$ cat src/rtl/crc_frame_sequencer.sv
// crc_frame_sequencer: drives a byte-serial Modbus CRC-16 engine across a buffered frame
module crc_frame_sequencer #(
   parameter int ADDR_W  = 8,
   parameter int TIMEOUT = 32
) (
   input  logic              clk,
   input  logic              reset_n,
   input  logic              start,
   input  logic              mode,
   input  logic [ADDR_W:0]   len,
   output logic              busy,
   output logic              done,
   output logic [15:0]       crc_out,
   output logic              crc_ok,
   output logic              err,
   output logic [ADDR_W-1:0] rd_addr,
   input  logic [7:0]        rd_data,
   output logic              eng_reset,
   output logic              eng_start,
   output logic [7:0]        eng_byte,
   input  logic              eng_busy,
   input  logic [15:0]       eng_crc
);
   localparam int TW = $clog2(TIMEOUT + 1);
   localparam logic [TW-1:0] TMO_LAST = TW'(TIMEOUT - 1);
   typedef enum logic [2:0] {IDLE, ENG_RST, RD_ADDR, RD_WAIT, STROBE, WAIT_HI, WAIT_LO, FINISH} state_t;
   state_t            state_q, state_d;
   logic              mode_q, mode_d;
   logic [ADDR_W:0]   len_q, len_d;
   logic [ADDR_W:0]   idx_q, idx_d;
   logic [TW-1:0]     tmo_q, tmo_d;
   logic              busy_q, busy_d;
   logic              done_q, done_d;
   logic [15:0]       crc_out_q, crc_out_d;
   logic              crc_ok_q, crc_ok_d;
   logic              err_q, err_d;
   logic [ADDR_W-1:0] rd_addr_q, rd_addr_d;
   logic              eng_reset_q, eng_reset_d;
   logic              eng_start_q, eng_start_d;
   logic [7:0]        eng_byte_q, eng_byte_d;
   logic [ADDR_W:0]   idx_nxt;
   logic              len_bad;
   logic              tmo_hit;
   assign idx_nxt = idx_q + {{ADDR_W{1'b0}}, 1'b1};
   assign len_bad = (len == '0) || (mode && (len < (ADDR_W + 1)'(3)));
   assign tmo_hit = (tmo_q == TMO_LAST);
   // next-state and registered-output computation for the frame sequencer
   always_comb begin
      state_d     = state_q;
      mode_d      = mode_q;
      len_d       = len_q;
      idx_d       = idx_q;
      tmo_d       = tmo_q;
      busy_d      = busy_q;
      done_d      = 1'b0;
      crc_out_d   = crc_out_q;
      crc_ok_d    = crc_ok_q;
      err_d       = err_q;
      rd_addr_d   = rd_addr_q;
      eng_reset_d = 1'b0;
      eng_start_d = 1'b0;
      eng_byte_d  = eng_byte_q;
      case (state_q)
         IDLE: if (start) begin
            mode_d   = mode;
            len_d    = len;
            busy_d   = 1'b1;
            crc_ok_d = 1'b0;
            err_d    = len_bad;
            state_d  = len_bad ? FINISH : ENG_RST;
         end
         ENG_RST: begin
            eng_reset_d = 1'b1;
            idx_d       = '0;
            state_d     = RD_ADDR;
         end
         RD_ADDR: begin
            rd_addr_d = idx_q[ADDR_W-1:0];
            state_d   = RD_WAIT;
         end
         RD_WAIT: state_d = STROBE;
         STROBE: begin
            eng_byte_d  = rd_data;
            eng_start_d = 1'b1;
            tmo_d       = '0;
            state_d     = WAIT_HI;
         end
         WAIT_HI: begin
            if (eng_busy) begin
               tmo_d   = '0;
               state_d = WAIT_LO;
            end else if (tmo_hit) begin
               err_d       = 1'b1;
               eng_reset_d = 1'b1;
               state_d     = FINISH;
            end else
               tmo_d = tmo_q + TW'(1);
         end
         WAIT_LO: begin
            if (!eng_busy) begin
               tmo_d   = '0;
               idx_d   = (idx_nxt == len_q) ? idx_q : idx_nxt;
               state_d = (idx_nxt == len_q) ? FINISH : RD_ADDR;
            end else if (tmo_hit) begin
               err_d       = 1'b1;
               eng_reset_d = 1'b1;
               state_d     = FINISH;
            end else
               tmo_d = tmo_q + TW'(1);
         end
         FINISH: begin
            crc_out_d = err_q ? crc_out_q : eng_crc;
            crc_ok_d  = mode_q && !err_q && (eng_crc == 16'h0000);
            done_d    = 1'b1;
            busy_d    = 1'b0;
            state_d   = IDLE;
         end
         default: state_d = IDLE;
      endcase
   end
   // state and output registers with synchronous active-low reset
   always_ff @(posedge clk) begin
      if (!reset_n) begin
         state_q     <= IDLE;
         mode_q      <= 1'b0;
         len_q       <= '0;
         idx_q       <= '0;
         tmo_q       <= '0;
         busy_q      <= 1'b0;
         done_q      <= 1'b0;
         crc_out_q   <= 16'hFFFF;
         crc_ok_q    <= 1'b0;
         err_q       <= 1'b0;
         rd_addr_q   <= '0;
         eng_reset_q <= 1'b1;
         eng_start_q <= 1'b0;
         eng_byte_q  <= '0;
      end else begin
         state_q     <= state_d;
         mode_q      <= mode_d;
         len_q       <= len_d;
         idx_q       <= idx_d;
         tmo_q       <= tmo_d;
         busy_q      <= busy_d;
         done_q      <= done_d;
         crc_out_q   <= crc_out_d;
         crc_ok_q    <= crc_ok_d;
         err_q       <= err_d;
         rd_addr_q   <= rd_addr_d;
         eng_reset_q <= eng_reset_d;
         eng_start_q <= eng_start_d;
         eng_byte_q  <= eng_byte_d;
      end
   end
   assign busy      = busy_q;
   assign done      = done_q;
   assign crc_out   = crc_out_q;
   assign crc_ok    = crc_ok_q;
   assign err       = err_q;
   assign rd_addr   = rd_addr_q;
   assign eng_reset = eng_reset_q;
   assign eng_start = eng_start_q;
   assign eng_byte  = eng_byte_q;
endmodule

$ cat config.mk
export PLATFORM = sky130hd
export DESIGN_NAME = crc_frame_sequencer
export DESIGN_NICKNAME = d
export VERILOG_FILES = /design/src/rtl/crc_frame_sequencer.sv
export SDC_FILE = /design/constraint.sdc
export NUM_CORES = 1
export LEC_CHECK = 0
export ABC_AREA = 1
export CAP_MARGIN = 20
export CORE_MARGIN = 2
export CORE_UTILIZATION = 30
export DETAILED_ROUTE_END_ITERATION = 10
export GPL_TIMING_DRIVEN = 0
export PLACE_DENSITY_LB_ADDON = 0.15
export SYNTH_ARGS = -nofsm -noshare
export SYNTH_HDL_FRONTEND = slang
export SYNTH_SLANG_ARGS = --single-unit
$ cat constraint.sdc
create_clock -name clk -period 2.9 [get_ports clk]
set_input_delay 0.29 -clock clk [delete_from_list [all_inputs] [get_ports clk]]
set_output_delay 0.29 -clock clk [all_outputs]
set_load 0.1 [all_outputs]
==> impl_metrics.tcl, run 1 <==
set metrics [dict create \
    crit_type "reg2reg" \
    clk_latency_ns 0.35 \
    core_region_area_um2 9819 \
    synthesis.area_um2 3047 \
    cp_top_family "simple AND/OR/NAND/NOR gates" \
    gp_congestion 0.8569 \
    hpwl_um 6527 \
    total_power_mw 2.523 \
    postCtsHoldBufs 0 \
    ys_seq_area_share_pct 43.37 \
    reg2reg_slack_ns 0.72 \
    p_per_area_nw_per_um2 603.6 \
    critical_path_required_ns 3.14 \
    tightest_slew_ns 1.009 \
    syn_nets 475 \
    rr_worst_depth 13 \
    min_period_ns 2.185 \
    leakage_nw 1.743 \
    grt_start_max_net_pins 13 \
    outcome "finished clean" \
    fin_tns_setup_ns 0 \
    path_clk_slew_ns 0.07 \
    final_hold_viol_count 0 \
    netlist_instances 435 \
    io_pins 76 \
    antenna_cells 0 \
    die_area_um2 10980 \
    tritoncts "done" \
    die_x_um 104.8 \
    io_buffers 74 \
    crit_top_cell "nand2_1" \
    critPathMaxStageDelay_ns 0.43 \
    rows 36 \
    cts_setup_buffers 0 \
    rsz0062_at_grt "no" \
    yosysWarnings 0 \
    hold_class "in2reg" \
    start_kind "flop" \
    slew_violations 0 \
    hp-start "reset_n" \
    grt_pass1_wl_um 14260 \
    fin_nets 560 \
    wl_per_cell_um 12.91 \
    cts-htree-levels 3 \
    max-clock-path-buffers 2 \
    ctsRootBufferMaster "clkbuf_8" \
    worst-path-buf-inv 1 \
    ir_drop_v 0.0002306 \
    routed_via_density 4.664 \
    critical-path-slowest-cell "dfxtp_1" \
    grt.total_usage_pct 15.99 \
    vias 3069 \
    floorplan.initialDensity_pct 31.03 \
    max_freq_mhz 457.7 \
    slew_headroom_pct 32.51 \
    cts_resized 0 \
    finClkSkew_ns 0.007875 \
    end_kind "flop" \
    worst_hold_path.num_cells 3 \
    reg2reg_to "idx_q[7]$_SDFFE_PN0P_" \
    drcViolationCount 0 \
    grt_overflow 0 \
    die_height_um 104.8 \
    firstDrtPassIters 4 \
    setup_violations 0 \
    cp_max_fo 10 \
    drt-initial-drc-count 87 \
    wirelength_um 8497 \
    clock_sinks 66 \
    grt_antenna_before_repair 0 \
    cap_viol_max_count 0 \
    r2r_start "idx_q[0]$_SDFFE_PN0P_" \
    post-route-period-util_pct 75.33 \
    crit_chain "ha_1 -> nand2_1 -> o21bai_1 -> nand2_1 -> nand2_1 -> nand2_1 -> nor2_2 -> nand4_2 -> nand3_4 -> buf_6 -> nand3_1 -> nand2_1 -> nor2_1" \
    antenna_left 0 \
    synth_seq_cells 66 \
    arrival_ns 2.42 \
    syn_avg_cell_area_um2 7.004 \
    hold_end "len_q[5]$_SDFFE_PN0P_" \
    drive_above_1_share_pct 6.286 \
    yosys.cell_types.count 35 \
    areaGrowthSynthToFinish_pct 37.21 \
    cts_buffers 9 \
    grt_pass1_vias 3074 \
]
==> flip-flops by register name (all words and copies together), names as in the netlist <==
| name | flops |
|---|---|
| len_q | 9 |
| crc_ok | 1 |
| crc_out | 16 |
| state_q | 3 |
| err | 1 |
| done | 1 |
| tmo_q | 6 |
| eng_reset | 1 |
| rd_addr | 8 |
| eng_start | 1 |
| mode_q | 1 |
| eng_byte | 8 |
| idx_q | 9 |
| busy | 1 |
==> tightest hold or removal path: cells and delay by family <==
family / cells / cell delay [ns]
AO/OA/AOI/OAI: 2 / 0.18
buffers and inverters: 1 / 0.21
==> metrics by stage <==
stage                     instance area [µm²]  instances  hold WS (ns)  worst slack, ns  util (%)
after floorplan                          3047        435        0.4032            1.123         -
after global placement                   3954        642        0.4547           0.7241     40.27
after detailed placement                 3954        642        0.4559           0.7163     40.27
after CTS                                4180        658        0.3979           0.7025     42.57
after global routing                     4180        658        0.4374           0.4389     42.57
final                                    4180        658        0.3908           0.7154     42.57
==> per-layer routing <==
layer  global-route usage, %  share of wire (%)  routed length, µm
met1                   18.66                 44               3771
met2                   28.34                 51               4299
met3                   4.866                3.5                294
met4                   4.190                1.5                131
met5                       0                  0                  0
==> synthesized netlist by cell type <==
master	number	area (µm²)
a211o_1	1	8.760
a21oi_1	35	175.2
a21oi_2	1	8.760
a31oi_1	1	6.260
and3_1	1	6.260
buf_1	1	3.750
buf_2	1	5.000
buf_6	2	22.52
clkbuf_1	10	37.54
clkinv_1	1	3.750
dfxtp_1	66	1321
ha_1	2	25.02
inv_1	48	180.2
inv_2	1	3.750
nand2_1	91	341.6
nand2_2	3	18.77
nand3_1	45	225.2
nand3_2	1	10.01
nand3_4	1	17.52
nand3b_1	1	7.510
nand4_1	4	25.02
nand4_2	1	12.51
nor2_1	55	206.5
nor2_2	1	6.260
nor2_4	3	33.78
nor3_1	9	45.04
nor4_1	2	12.51
o211ai_1	7	52.55
o21ai_0	32	160.2
o21ai_2	1	8.760
o21bai_1	2	15.01
or2_2	1	6.260
or4_1	1	7.510
xnor2_1	2	17.52
xor2_1	1	8.760
==> worst max path at each step <==
stage                                     start                     to  slack, ns  cells after the start
after CTS                 idx_q[0]$_SDFFE_PN0P_  idx_q[7]$_SDFFE_PN0P_       0.70                     13
final                     idx_q[0]$_SDFFE_PN0P_  idx_q[7]$_SDFFE_PN0P_       0.72                     13
after global routing      idx_q[0]$_SDFFE_PN0P_  idx_q[7]$_SDFFE_PN0P_       0.44                     13
after global placement    idx_q[0]$_SDFFE_PN0P_  idx_q[7]$_SDFFE_PN0P_       0.72                     13
after floorplan           idx_q[0]$_SDFFE_PN0P_  idx_q[7]$_SDFFE_PN0P_       1.12                     14
after detailed placement  idx_q[0]$_SDFFE_PN0P_  idx_q[7]$_SDFFE_PN0P_       0.72                     13
==> kinds of logic after synthesis <==
kind of cell               Yosys count  share of synthesized area (%)
buffers and inverters               64                          8.418
DFF                                 66                          43.37
adders and majority gates            2                         0.8212
xor gates and xnor gates             3                         0.8626
AOI/OAI and AO/OA                   80                          14.29
and+or+nand+nor                    220                          32.24
==> power by group <==
part	switching (mW)	internal [mW]
Combinational	0.414	0.196
Sequential	0.0528	0.976
Clock	0.376	0.509
==> cells in the final DEF (no fill, tap or decap), types with 9 or more instances in the layout <==
cell type        count
nand2_1             91
clkdlybuf4s50_1     74
dfxtp_1             66
nor2_1              55
inv_1               48
nand3_1             45
a21oi_1             35
o21ai_0             32
clkbuf_1            10
clkbuf_8            10
nor3_1               9
==> final cells by class <==
type | count | area, µm²
inverter | 50 | 187.7
multi-input combinational | 305 | 1469
buffer | 14 | 68.82
sequential | 66 | 1321
timing repair buffer | 74 | 740.7
tap | 133 | 166.4
clock buffer | 10 | 137.6
fill | 1060 | 5639
clock inverter | 6 | 88.84
Power figures use the tool's default switching activity.
==> run 2: changes to the inputs <==
==> constraint.sdc (replaced) <==
create_clock -name clk -period 2 [get_ports clk]
set_input_delay 0.2 -clock clk [delete_from_list [all_inputs] [get_ports clk]]
set_output_delay 0.2 -clock clk [all_outputs]
set_load 0.1 [all_outputs]
==> impl_metrics.tcl, run 2 (same netlist as run 1, synthesis figures left out) <==
set metrics [dict create \
    fin_ws_ns 0.1203 \
    fin_nets 561 \
    postCtsHoldBufs 0 \
    antenna_left 0 \
    cp_top_family "simple AND/OR/NAND/NOR gates" \
    areaGrowthSynthToFinish_pct 38.77 \
    final_hold_viol_count 0 \
    regArea_um2 1333 \
    grt_pass1_wl_um 14430 \
    layout_common_cells "nand2_1, dfxtp_1, nor2_1" \
    floorplan.initialDensity_pct 31.03 \
    gr-usage-met1_pct 18.93 \
    cts-htree-levels 3 \
    min_period_ns 1.880 \
    crit_type "reg2reg" \
    tightest_slew_ns 0.9989 \
    crit_chain "inv_1 -> nor2_4 -> nand2_2 -> nand2_2 -> nand2_1 -> nand2_1 -> nand2_1 -> nor2_2 -> nand4_4 -> nand3_4 -> buf_6 -> nand3_1 -> nand2_1 -> nor2_1" \
    core_region_area_um2 9819 \
    grt-busiest-layer "met2" \
    gp_congestion 0.8569 \
    total_power_mw 3.669 \
    grt_use_met2_pct 28.71 \
    die_area_um2 10980 \
    antenna_cells 0 \
    grt_antenna_before_repair 0 \
    setup_violations 0 \
    vias 3060 \
    crit_top_cell "nand2_1" \
    slew_violations 0 \
    multi_input_area_um2 1533 \
    wl_per_cell_um 12.94 \
    gr-usage-met3_pct 4.803 \
    io_pins 76 \
    leakage_nw 1.834 \
    p_per_area_nw_per_um2 867.8 \
    rows 36 \
    grt.total_usage_pct 16.17 \
    layout_commonest_cell "nand2_1" \
    post-route-period-util_pct 93.99 \
    routed_via_density 4.643 \
    critical_path_required_ns 2.24 \
    drive_above_1_share_pct 9.506 \
    ir_drop_v 0.0003376 \
    critical-path-slowest-cell "dfxtp_4" \
    final_area_um2 4228 \
    wirelength_um 8528 \
    hpwl_um 6527 \
    path_clk_slew_ns 0.07 \
    firstDrtPassIters 4 \
    worst-path-buf-inv 2 \
    drt-initial-drc-count 92 \
    die_height_um 104.8 \
    clk_latency_ns 0.35 \
    end_kind "flop" \
    dp_slack_ns -0.1837 \
    cap_viol_max_count 0 \
    slew_headroom_pct 33.67 \
    grt_pass1_vias 3082 \
    critPathMaxStageDelay_ns 0.39 \
    grt_start_max_net_pins 13 \
    max_freq_mhz 532.0 \
    clock_sinks 66 \
    hold_class "in2reg" \
    fillers 1058 \
    fin_hold_ws_ns 0.2978 \
    cp_max_fo 10 \
    placed_area_um2 3954 \
    arrival_ns 2.12 \
    largest_reg_flops 16 \
    rsz0062_at_grt "yes" \
    finClkSkew_ns 0.008137 \
    tritoncts "done" \
    max-clock-path-buffers 2 \
    cts_buffers 9 \
    drcViolationCount 0 \
    io_buffers 74 \
    die_x_um 104.8 \
    final_core_util_pct 43.06 \
    grt_overflow 0 \
    ctsRootBufferMaster "clkbuf_8" \
    outcome "finished clean" \
    start_kind "flop" \
]
-- run 2: changes by cell type in the layout (fill, tap and decap cells not counted), moves of 3 or more --
cell             change
clkdlybuf4s50_1     -38
dfxtp_1              -5
dfxtp_2              +3
dlygate4sd2_1       +38
nor2_1               -3
nor2_2               +3
-- run 2: layer usage --
metal / share of wire, % / vias up / wire (µm)
li1: - / 1596 / -
met3: 3.8 / 9 / 322
met5: 0 / - / 0
met4: 1.3 / 0 / 107
met1: 44 / 1412 / 3778
met2: 51 / 43 / 4319
-- run 2: worst register-to-register path: stages, from the launching register on --
cell and delay (ns):
dfxtp_4 0.39, inv_1 0.13, nor2_4 0.19, nand2_2 0.08, nand2_2 0.08, nand2_1 0.05
nand2_1 0.05, nand2_1 0.05, nor2_2 0.16, nand4_4 0.15, nand3_4 0.12, buf_6 0.15
nand3_1 0.07, nand2_1 0.06, nor2_1 0.04
-- run 2: what timing repair did --
| action | 4_1_cts | 5_1_grt |
|---|---|---|
| setup buffers | 1 | 0 |
| endpoints found under the setup margin | 47 | 18 |
| hold endpoints to repair | 0 | 0 |
| pin swaps | 2 | 5 |
| gates resized for setup | 44 | 16 |
-- run 2: worst paths after layout --
check | from | to | slack, ns | cells past startpoint
max | idx_q[0]$_SDFFE_PN0P_ | idx_q[7]$_SDFFE_PN0P_ | 0.12 | 14
min | reset_n | len_q[5]$_SDFFE_PN0P_ | 0.30 | 3
max reg2reg | idx_q[0]$_SDFFE_PN0P_ | idx_q[7]$_SDFFE_PN0P_ | 0.12 | 14
min reg2reg | crc_out[1]$_SDFFE_PN1P_ | crc_out[1]$_SDFFE_PN1P_ | 0.47 | 2
-- run 2: report_power, final --
group	total (mW)	switching, mW	internal, mW
clock network	1.28	0.545	0.738
registers	1.50	0.0798	1.42
logic	0.887	0.613	0.274
-- run 2: area by class of cell --
type	count	area share (%)
timing repair buffer	75	16.87
sequential	66	31.52
clock inverter	6	2.101
inverter	50	4.439
clock buffer	10	3.255
tap	133	3.936
buffer	14	1.628
multi-input combinational	305	36.25
-- run 2: per-stage QoR --
stage / std cells / setup TNS (ns)
after floorplan: 435 / 0
after global placement: 642 / -1.035
after detailed placement: 642 / -1.117
after CTS: 659 / 0
after global routing: 659 / -0.05688
final: 659 / 0
==> run 3: changes to the inputs <==
--- a/config.mk
+++ b/config.mk
@@ -10,6 +10,7 @@
 export CORE_MARGIN = 2
 export CORE_UTILIZATION = 30
 export DETAILED_ROUTE_END_ITERATION = 10
+export DONT_BUFFER_PORTS = 1
 export GPL_TIMING_DRIVEN = 0
 export PLACE_DENSITY_LB_ADDON = 0.15
 export SYNTH_ARGS = -nofsm -noshare
==> impl_metrics.tcl, run 3 (same netlist as run 1, synthesis figures left out) <==
set metrics [dict create \
    tritoncts "done" \
    finClkSkew_ns 0.008985 \
    wl_per_cell_um 14.24 \
    outcome "finished clean" \
    io_pins 76 \
    start_kind "flop" \
    die_x_um 104.8 \
    internal_power_mw 2.283 \
    leakage_nw 1.582 \
    clk_latency_ns 0.36 \
    die_height_um 104.8 \
    final_cells 610 \
    vias 2919 \
    path_clk_slew_ns 0.07 \
    io_buffers 0 \
    gp_congestion 0.8302 \
    ctsRootBufferMaster "clkbuf_8" \
    core_region_area_um2 9819 \
    clkPwrFrac_pct 33.5 \
    pwr-share-comb_pct 16.1 \
    max_freq_mhz 540.3 \
    layout_common_cells "nand2_1, dfxtp_1, nor2_1" \
    grt_pass1_wl_um 14050 \
    rows 36 \
    grt.total_usage_pct 16.23 \
    antenna_left 0 \
    critPathMaxStageDelay_ns 0.40 \
    firstDrtPassIters 4 \
    grt_start_max_net_pins 12 \
    critical_path_required_ns 2.25 \
    cap_viol_max_count 0 \
    fin_nets 512 \
    cts-htree-levels 3 \
    p_per_area_nw_per_um2 929.5 \
    grt_pass1_vias 2882 \
    crit_chain "ha_4 -> nand2_4 -> o21bai_4 -> nand2_1 -> nand2_1 -> nand2_1 -> nor2_2 -> nand4_4 -> nand3_4 -> buf_8 -> nand3_1 -> nand2_1 -> nor2_1" \
    floorplan.initialDensity_pct 31.03 \
    slew_headroom_pct 33.72 \
    clock_sinks 66 \
    largest_reg_flops 16 \
    crit_type "reg2reg" \
    grt_overflow 0 \
    hpwl_um 6272 \
    ir_drop_v 0.0003924 \
    arrival_ns 2.10 \
    cts_buffers 9 \
    setup_violations 0 \
    min_period_ns 1.851 \
    layout_commonest_cell "nand2_1" \
    cp_max_fo 10 \
    final_hold_viol_count 0 \
    areaGrowthSynthToFinish_pct 23.86 \
    end_kind "flop" \
    tightest_slew_ns 0.9928 \
    crit_top_cell "nand2_1" \
    power_frac_seq_pct 50.4 \
    antenna_cells 0 \
    final_core_util_pct 38.43 \
    max-clock-path-buffers 2 \
    switchingPower_mw 1.225 \
    die_area_um2 10980 \
    dp_cells 568 \
    routed_via_density 4.785 \
    post-route-period-util_pct 92.53 \
    switching_share_pct 34.91 \
    slew_violations 0 \
    drt-initial-drc-count 132 \
    drive_above_1_share_pct 12.16 \
    grt_antenna_before_repair 0 \
    wirelength_um 8686 \
    critical-path-slowest-cell "dfxtp_4" \
    hold_class "in2reg" \
    drcViolationCount 0 \
]
## run 3: changes by cell type in the layout (fill, tap and decap cells not counted), sizes merged
cell,delta
dlygate4sd2,-38
clkdlybuf4s50,-36
dlygate4sd3,+21
buf,+4
clkbuf,+2
inv,-2
bufinv,-1
clkinvlp,+1
## run 3: path summary, 6_finish.rpt
| path | startpoint | endpoint | slack [ns] | cells past startpoint |
|---|---|---|---|---|
| worst max register to register | idx_q[0]$_SDFFE_PN0P_ | idx_q[7]$_SDFFE_PN0P_ | 0.15 | 13 |
| worst max-delay path | idx_q[0]$_SDFFE_PN0P_ | idx_q[7]$_SDFFE_PN0P_ | 0.15 | 13 |
| worst min-delay path | eng_crc[11] | crc_out[11]$_SDFFE_PN1P_ | 0.04 | 2 |
| worst min register to register | len_q[0]$_SDFFE_PN0P_ | len_q[0]$_SDFFE_PN0P_ | 0.47 | 2 |
## run 3: stage by stage
| step | area [µm²] | TNS [ns] | setup WS (ns) | power, mW | hold WS, ns |
|---|---|---|---|---|---|
| after detailed placement | 3213 | -1.590 | -0.2351 | 2.271 | 0.3186 |
| after global placement | 3213 | -1.256 | -0.1990 | 2.264 | 0.3173 |
| after floorplan | 3047 | 0 | 0.2225 | 2.139 | 0.3132 |
| after CTS | 3679 | 0 | 0.004557 | 3.517 | 0.02240 |
| after global routing | 3774 | -0.03279 | -0.02827 | 3.708 | 0.03324 |
| final | 3774 | 0 | 0.1493 | 3.508 | 0.03577 |
## run 3: timing repair
action,CTS,global route
pin swaps,2,5
hold endpoints to repair,21,0
setup buffers,1,4
resized for setup,9,19
hold buffers,21,0
endpoints found under the setup margin,10,38
## run 3: power groups by stage
stage	sequential (mW)	combinational, mW	clock (mW)
2_1_floorplan	1.76	0.381	0
3_3_place_gp	1.79	0.479	0
3_5_place_dp	1.79	0.484	0
4_1_cts	1.76	0.537	1.22
5_1_grt	1.78	0.649	1.28
6_report	1.77	0.564	1.18
## run 3: final cells by class
| type | instances | area (µm²) |
|---|---|---|
| inverters | 50 | 191.4 |
| plain buffers | 14 | 72.57 |
| clock inverters | 4 | 50.05 |
| well taps | 133 | 166.4 |
| fillers | 1116 | 6046 |
| flip-flops and latches | 66 | 1333 |
| clock buffers | 12 | 155.1 |
| repair buffers | 26 | 260.3 |
| multi-input cells | 305 | 1545 |
## run 3: routing by layer
layer | global-route usage (%) | part of all wire (%) | up-vias
li1 | - | - | 1497
met1 | 19.02 | 44 | 1358
met2 | 27.64 | 50 | 53
met3 | 5.677 | 4.7 | 11
met4 | 5.238 | 1.3 | 0
met5 | 0 | 0 | -
## run 3: critical path, delay by kind of cell, from the launching register on
family	cells	cell delay, ns
buf+inv	1	0.14
flops	1	0.40
fa+ha+maj	1	0.16
compound gates	1	0.18
simple gates	10	0.87
==> edit 1 (config.mk and constraints of run 2) <==
`rd_addr_q` no longer has a reset.
--- a/src/rtl/crc_frame_sequencer.sv
+++ b/src/rtl/crc_frame_sequencer.sv
@@ -132,5 +132,4 @@
          crc_ok_q    <= 1'b0;
          err_q       <= 1'b0;
-         rd_addr_q   <= '0;
          eng_reset_q <= 1'b1;
          eng_start_q <= 1'b0;
@@ -147,9 +146,12 @@
          crc_ok_q    <= crc_ok_d;
          err_q       <= err_d;
-         rd_addr_q   <= rd_addr_d;
          eng_reset_q <= eng_reset_d;
          eng_start_q <= eng_start_d;
          eng_byte_q  <= eng_byte_d;
       end
+   end
+
+   always_ff @(posedge clk) begin
+      rd_addr_q <= rd_addr_d;
    end
    assign busy      = busy_q;
Formal check against the unedited RTL: differs if reset_n is asserted again (counterexample within 10 cycles, from zero or initial values and one cycle with reset_n low); with reset_n held inactive, the same outputs for 10 cycles.
==> edit 1 against run 2 <==
Final cell count decreased by 2.4%; cell area decreased by 0.86%; worst setup slack improved by 0.033 ns; sequential cell count unchanged; power decreased by 11%; synthesized cell count decreased by 3.9%; sequential share of layout area increased by 2.2 points; non-clock buffer count decreased by 1; fmax increased by 1.8%; synthesized area decreased by 0.41%; worst hold slack improved by 0.059 ns; wire length decreased by 4.4%.
==> edit 1: results (changes against run 2) <==
Outcome
  – Status: completed (unchanged)

STA
  – Worst Tran Pin Value: 0.994 ns (was 0.999 ns)
  – Setup Skew: 0.00929 ns (was 0.00814 ns)

Placement
  – DP Area: 3940 um2 (was 3950 um2)
  – Placed insts: 625 (was 642)
  – Routability congestion estimate: 0.831 (was 0.857)

Drt
  – Total number of vias: 2970 (was 3060)
  – Total Wirelength: 8160 um (was 8530 um)
  – Initial drt markers: 114 (was 92)
  – DR vias/cell: 4.62 (was 4.64)

Critical path
  – FF-to-FF End: idx_q[8] (was idx_q[7])
  – WP data arrival: 2.09 ns (was 2.12 ns)
  – FF-to-FF setup slack: 0.15 ns (was 0.12 ns)
  – R2R depth: 15 (was 14)

Clock network
  – Clock transition at the registers of the reported paths: 0.07 ns (about the same)
  – Clock Latency Late Sink: ~0.34 ns

Worst hold path
  – Worst-case hold path end point: len_q[5] (unchanged)
  – WHS Path Cells: 3 (unchanged)

Yosys
  – Largest cells by area after synthesis: dfxtp_1, nand2_1, nand3_1, edfxtp_1, nor2_1 (was dfxtp_1, nand2_1, nand3_1, nor2_1, inv_1)
  – Post-synth EDFFs: 8 (was 0)
  – Synth unique cells: 31 (was 35)
  – Seq/Total Area, Yosys: 0.462 (was 0.434)
  – Synth Instances: 418 (was 435)
  – Syn nets: 458 (was 475)
  – Commonest cells post-synth: nand2_1, nor2_1, dfxtp_1, nand3_1, inv_1 (was nand2_1, dfxtp_1, nor2_1, inv_1, nand3_1)

Global route
  – Largest net degree at the start of global routing: 12 (was 13)
  – Vias in the first global route: 2789 (was 3082)
  – First-pass GRT wire length: 13200 um (was 14400 um)
  – GR Util All Layers: 0.152 (was 0.162)

Final layout
  – Layout cells sized above 1: 0.102 (was 0.0951)
  – Final-stage net count: 545 (was 561)
  – Layout fillers: 1055 (was 1058)
  – Max reg flops: 16 (unchanged)

Pwr
  – Max rail drop VDD: 269 uV (was 338 uV)
  – Pleak: 1.79 nW (was 1.83 nW)
==> edit 1: changes by cell type after synthesis, sizes merged, moves of 2 or more <==
cell | before | now
a21oi | 36 | 31
a31oi | 1 | 4
buf | 4 | 2
dfxtp | 66 | 58
edfxtp | 0 | 8
inv | 49 | 45
nor2 | 59 | 65
nor3 | 9 | 3
o211ai | 7 | 3
o21ai | 33 | 27
o21bai | 2 | 0
==> edit 1: worst max-delay path by stage <==
stage	to	depth (start not counted)
after floorplan	crc_out[15]	5
after global placement	idx_q[8]	13
after detailed placement	idx_q[8]	13
after CTS	idx_q[8]	13
after global routing	idx_q[8]	15
final	idx_q[8]	15
==> edit 1: worst min-delay path, cell delays in order <==
cell and delay, ns:
clkbuf_1 0.25, o21ai_0 0.15, a21oi_1 0.05
==> edit 1: repair_timing <==
action,in CTS,in global routing
pin swaps,0,3
endpoints found under the setup margin,47,24
gates resized for setup,40,17
setup buffers,0,2
==> edit 1: cell families (layout without fill, tap and decap cells) <==
family | Yosys count | count (layout) | share of synthesized area
buffers and inverters | 59 | 151 | 0.0808
adders and majority gates | 2 | 2 | 0.00825
xor gates and xnor gates | 3 | 3 | 0.00866
DFF | 66 | 66 | 0.462
AOI/OAI and AO/OA | 68 | 68 | 0.125
and+or+nand+nor | 220 | 220 | 0.315
==> edit 1: final cells by class <==
| type | instances | area [um2] | area share |
|---|---|---|---|
| Timing Repair Buffer | 76 | 721 | 0.172 |
| Sequential cell | 66 | 1410 | 0.337 |
| Tap cell | 133 | 166 | 0.0397 |
| Clock inverter | 4 | 46.3 | 0.0110 |
| Clock buffer | 12 | 166 | 0.0397 |
| Buffer | 12 | 68.8 | 0.0164 |
| Multi-Input combinational cell | 293 | 1430 | 0.342 |
| Inverter | 47 | 176 | 0.0421 |
==> edit 1: per-layer routing <==
| metal | track usage | vias to the layer above | wire (um) |
|---|---|---|---|
| met5 | 0 | - | 0 |
| met4 | 0.0666 | 0 | 151 |
| met3 | 0.0299 | 14 | 430 |
| met2 | 0.261 | 71 | 3860 |
| met1 | 0.184 | 1334 | 3710 |
| li1 | - | 1551 | - |
==> edit 1: through the flow <==
stage / power, mW / setup slack, ns / util / hold WS (ns)
3_3_place_gp: 2.08 / -0.146 / 0.403 / 0.444
4_1_cts: 3.29 / -0.0615 / 0.420 / 0.370
2_1_floorplan: 1.89 / 0.146 / - / 0.326
3_5_place_dp: 2.09 / -0.143 / 0.403 / 0.451
5_1_grt: 3.43 / 0.00339 / 0.429 / 0.424
6_report: 3.27 / 0.153 / 0.429 / 0.357
==> edit 1: report_power, final <==
group          leakage (nW)  internal, mW  switching, mW
sequential            0.550          1.42         0.0562
combinational          1.13         0.202          0.395
clock                 0.112         0.683          0.520
total                  1.79          2.30          0.971
==> edit 2 (config.mk and constraints of run 2) <==
Without the edit above. The parameter `TIMEOUT` goes from 32 to 128.
--- a/src/rtl/crc_frame_sequencer.sv
+++ b/src/rtl/crc_frame_sequencer.sv
@@ -2,5 +2,5 @@
 module crc_frame_sequencer #(
    parameter int ADDR_W  = 8,
-   parameter int TIMEOUT = 32
+   parameter int TIMEOUT = 128
 ) (
    input  logic              clk,
Check against the original RTL: no difference found for any inputs over 10 cycles, from zero or initial values and one cycle with reset_n low; that may be too few to reach the edited logic, so the function may still have changed.
==> edit 2 against run 2 <==
Clock skew is 0.0053 ns higher; via count increased by 2.6%; clock power is 16% lower; sequential cell count up 2; sequential share of layout area is 0.97 points higher; power down 9.5%; final cell count grew 1.7%; worst setup slack worse by 0.027 ns; wire length grew 0.88%; synthesized area increased by 1.8%; cell area barely moved; non-clock buffer count is the same; worst hold slack improved by 0.0067 ns; critical path type is now flop to output pin.
==> edit 2: results (changes against run 2) <==
Final layout
  – Signal buf overhead: 0.183 (was 0.185)
  – Layout fillers: 1123 (was 1058)
  – Fraction of area in multi-input gates: 0.368 (was 0.363)
  – Clock buffers: 11 (was 10)
  – Storage element area: 1370 um2 (was 1330 um2)
  – Finished Layout Cells: 670 (was 659)
  – Final-stage net count: 569 (was 561)
  – Sequential cells: 68 (was 66)
  – Number of multi-input logic gates: 317 (was 305)
  – Cell area after layout: 4230 um2 (about the same)
  – Clk cell area share: 0.0444 (was 0.0536)

Yosys
  – Commonest cells post-synth: nand2_1, dfxtp_1, nor2_1, nand3_1, inv_1 (was nand2_1, dfxtp_1, nor2_1, inv_1, nand3_1)
  – Adder-cell area share of the yosys netlist: 0.00807 (was 0.00821)
  – Largest cells by area after synthesis: dfxtp_1, nand2_1, nand3_1, nor2_1, a21oi_1 (was dfxtp_1, nand2_1, nand3_1, nor2_1, inv_1)
  – Xor and xnor area share after synthesis: 0.00565 (was 0.00862)
  – Seq/Total Area, Yosys: 0.439 (was 0.434)
  – Synth Instances: 442 (was 435)
  – Syn nets: 482 (was 475)
  – Compound-Gate Fraction of Synth Area: 0.131 (was 0.143)
  – Synth unique cells: 37 (was 35)

Drt
  – Metal2 WL: 4090 um (was 4320 um)
  – Routed wl met3: 489 um (was 322 um)
  – Total number of vias: 3141 (was 3060)
  – Drt first pass iters: 4 (unchanged)
  – Initial drt markers: 114 (was 92)
  – Routed len/inst: 12.8 um (was 12.9 um)
  – Wire length on met1: 3920 um (was 3780 um)

Critical path
  – Max stage delay on crit path: 0.91 ns (was 0.39 ns)
  – Slowest stage cell, crit path: dlygate4sd2_1 (was dfxtp_4)
  – WP data arrival: 1.71 ns (was 2.12 ns)
  – Top delay family on crit path: buffers and inverters (was simple AND/OR/NAND/NOR gates)
  – Critical Path Fanout Max: 5 (was 10)
  – R2R depth: 12 (was 14)
  – FF-to-FF End: state_q[0] (was idx_q[7])

STA
  – Relative slew slack: 0.346 (was 0.337)
  – Setup Skew: 0.0134 ns (was 0.00814 ns)
  – Hold slack: 0.304 ns (was 0.298 ns)

Worst hold path
  – Worst-case hold path end point: tmo_q[6] (was len_q[5])

Placement
  – Placed insts: 652 (was 642)
  – Dpl ws: -0.0253 ns (was -0.184 ns)
  – DP Wirelength: 6540 um (was 6530 um)
  – DP Area: 4010 um2 (was 3950 um2)

Clock network
  – CTS root buf: clkbuf_8 (unchanged)
  – Cts repair resizes: 40 (was 44)
  – Post-CTS Setup Inserts: 0 (was 1)

Global route
  – GR Util All Layers: 0.159 (was 0.162)
  – First-pass GRT wire length: 14200 um (was 14400 um)

Pwr
  – Max rail drop VDD: 300 uV (was 338 uV)
  – Pleak: 1.78 nW (was 1.83 nW)
  – PD cells: 786 nW/um2 (was 868 nW/um2)
  – Comb. pwr: 738 uW (was 887 uW)
  – P_sw: 1.12 mW (was 1.24 mW)

Floorplan
  – Core box area: 10200 um2 (was 9820 um2)

Outcome
  – Status: completed (unchanged)
edit 2: changes by cell type in the layout (fill, tap and decap cells not counted), sizes merged, moves of 2 or more:
| cell | change |
|---|---|
| nand2 | +10 |
| inv | -7 |
| o211ai | -5 |
| a21oi | -3 |
| nor3b | +3 |
| nor4 | +3 |
| bufinv | -2 |
| dfxtp | +2 |
| nand3 | +2 |
| nor2 | +2 |
edit 2: routing by layer:
layer,global-route usage,up-vias
met2,0.269,70
met3,0.0439,10
met5,0,-
met4,0.0545,0
li1,-,1629
met1,0.195,1432
edit 2: how the worst max path moves through the flow:
stage / startpoint / end / slack [ns] / depth (start not counted)
6_report: err / err / 0.09 / 1
5_1_grt: idx_q[0] / state_q[0] / -0.02 / 12
4_1_cts: idx_q[0] / idx_q[4] / 0.005 / 14
3_5_place_dp: idx_q[1] / idx_q[3] / -0.03 / 13
3_3_place_gp: idx_q[0] / idx_q[0] / -0.009 / 13
2_1_floorplan: err / crc_out[10] / 0.14 / 5
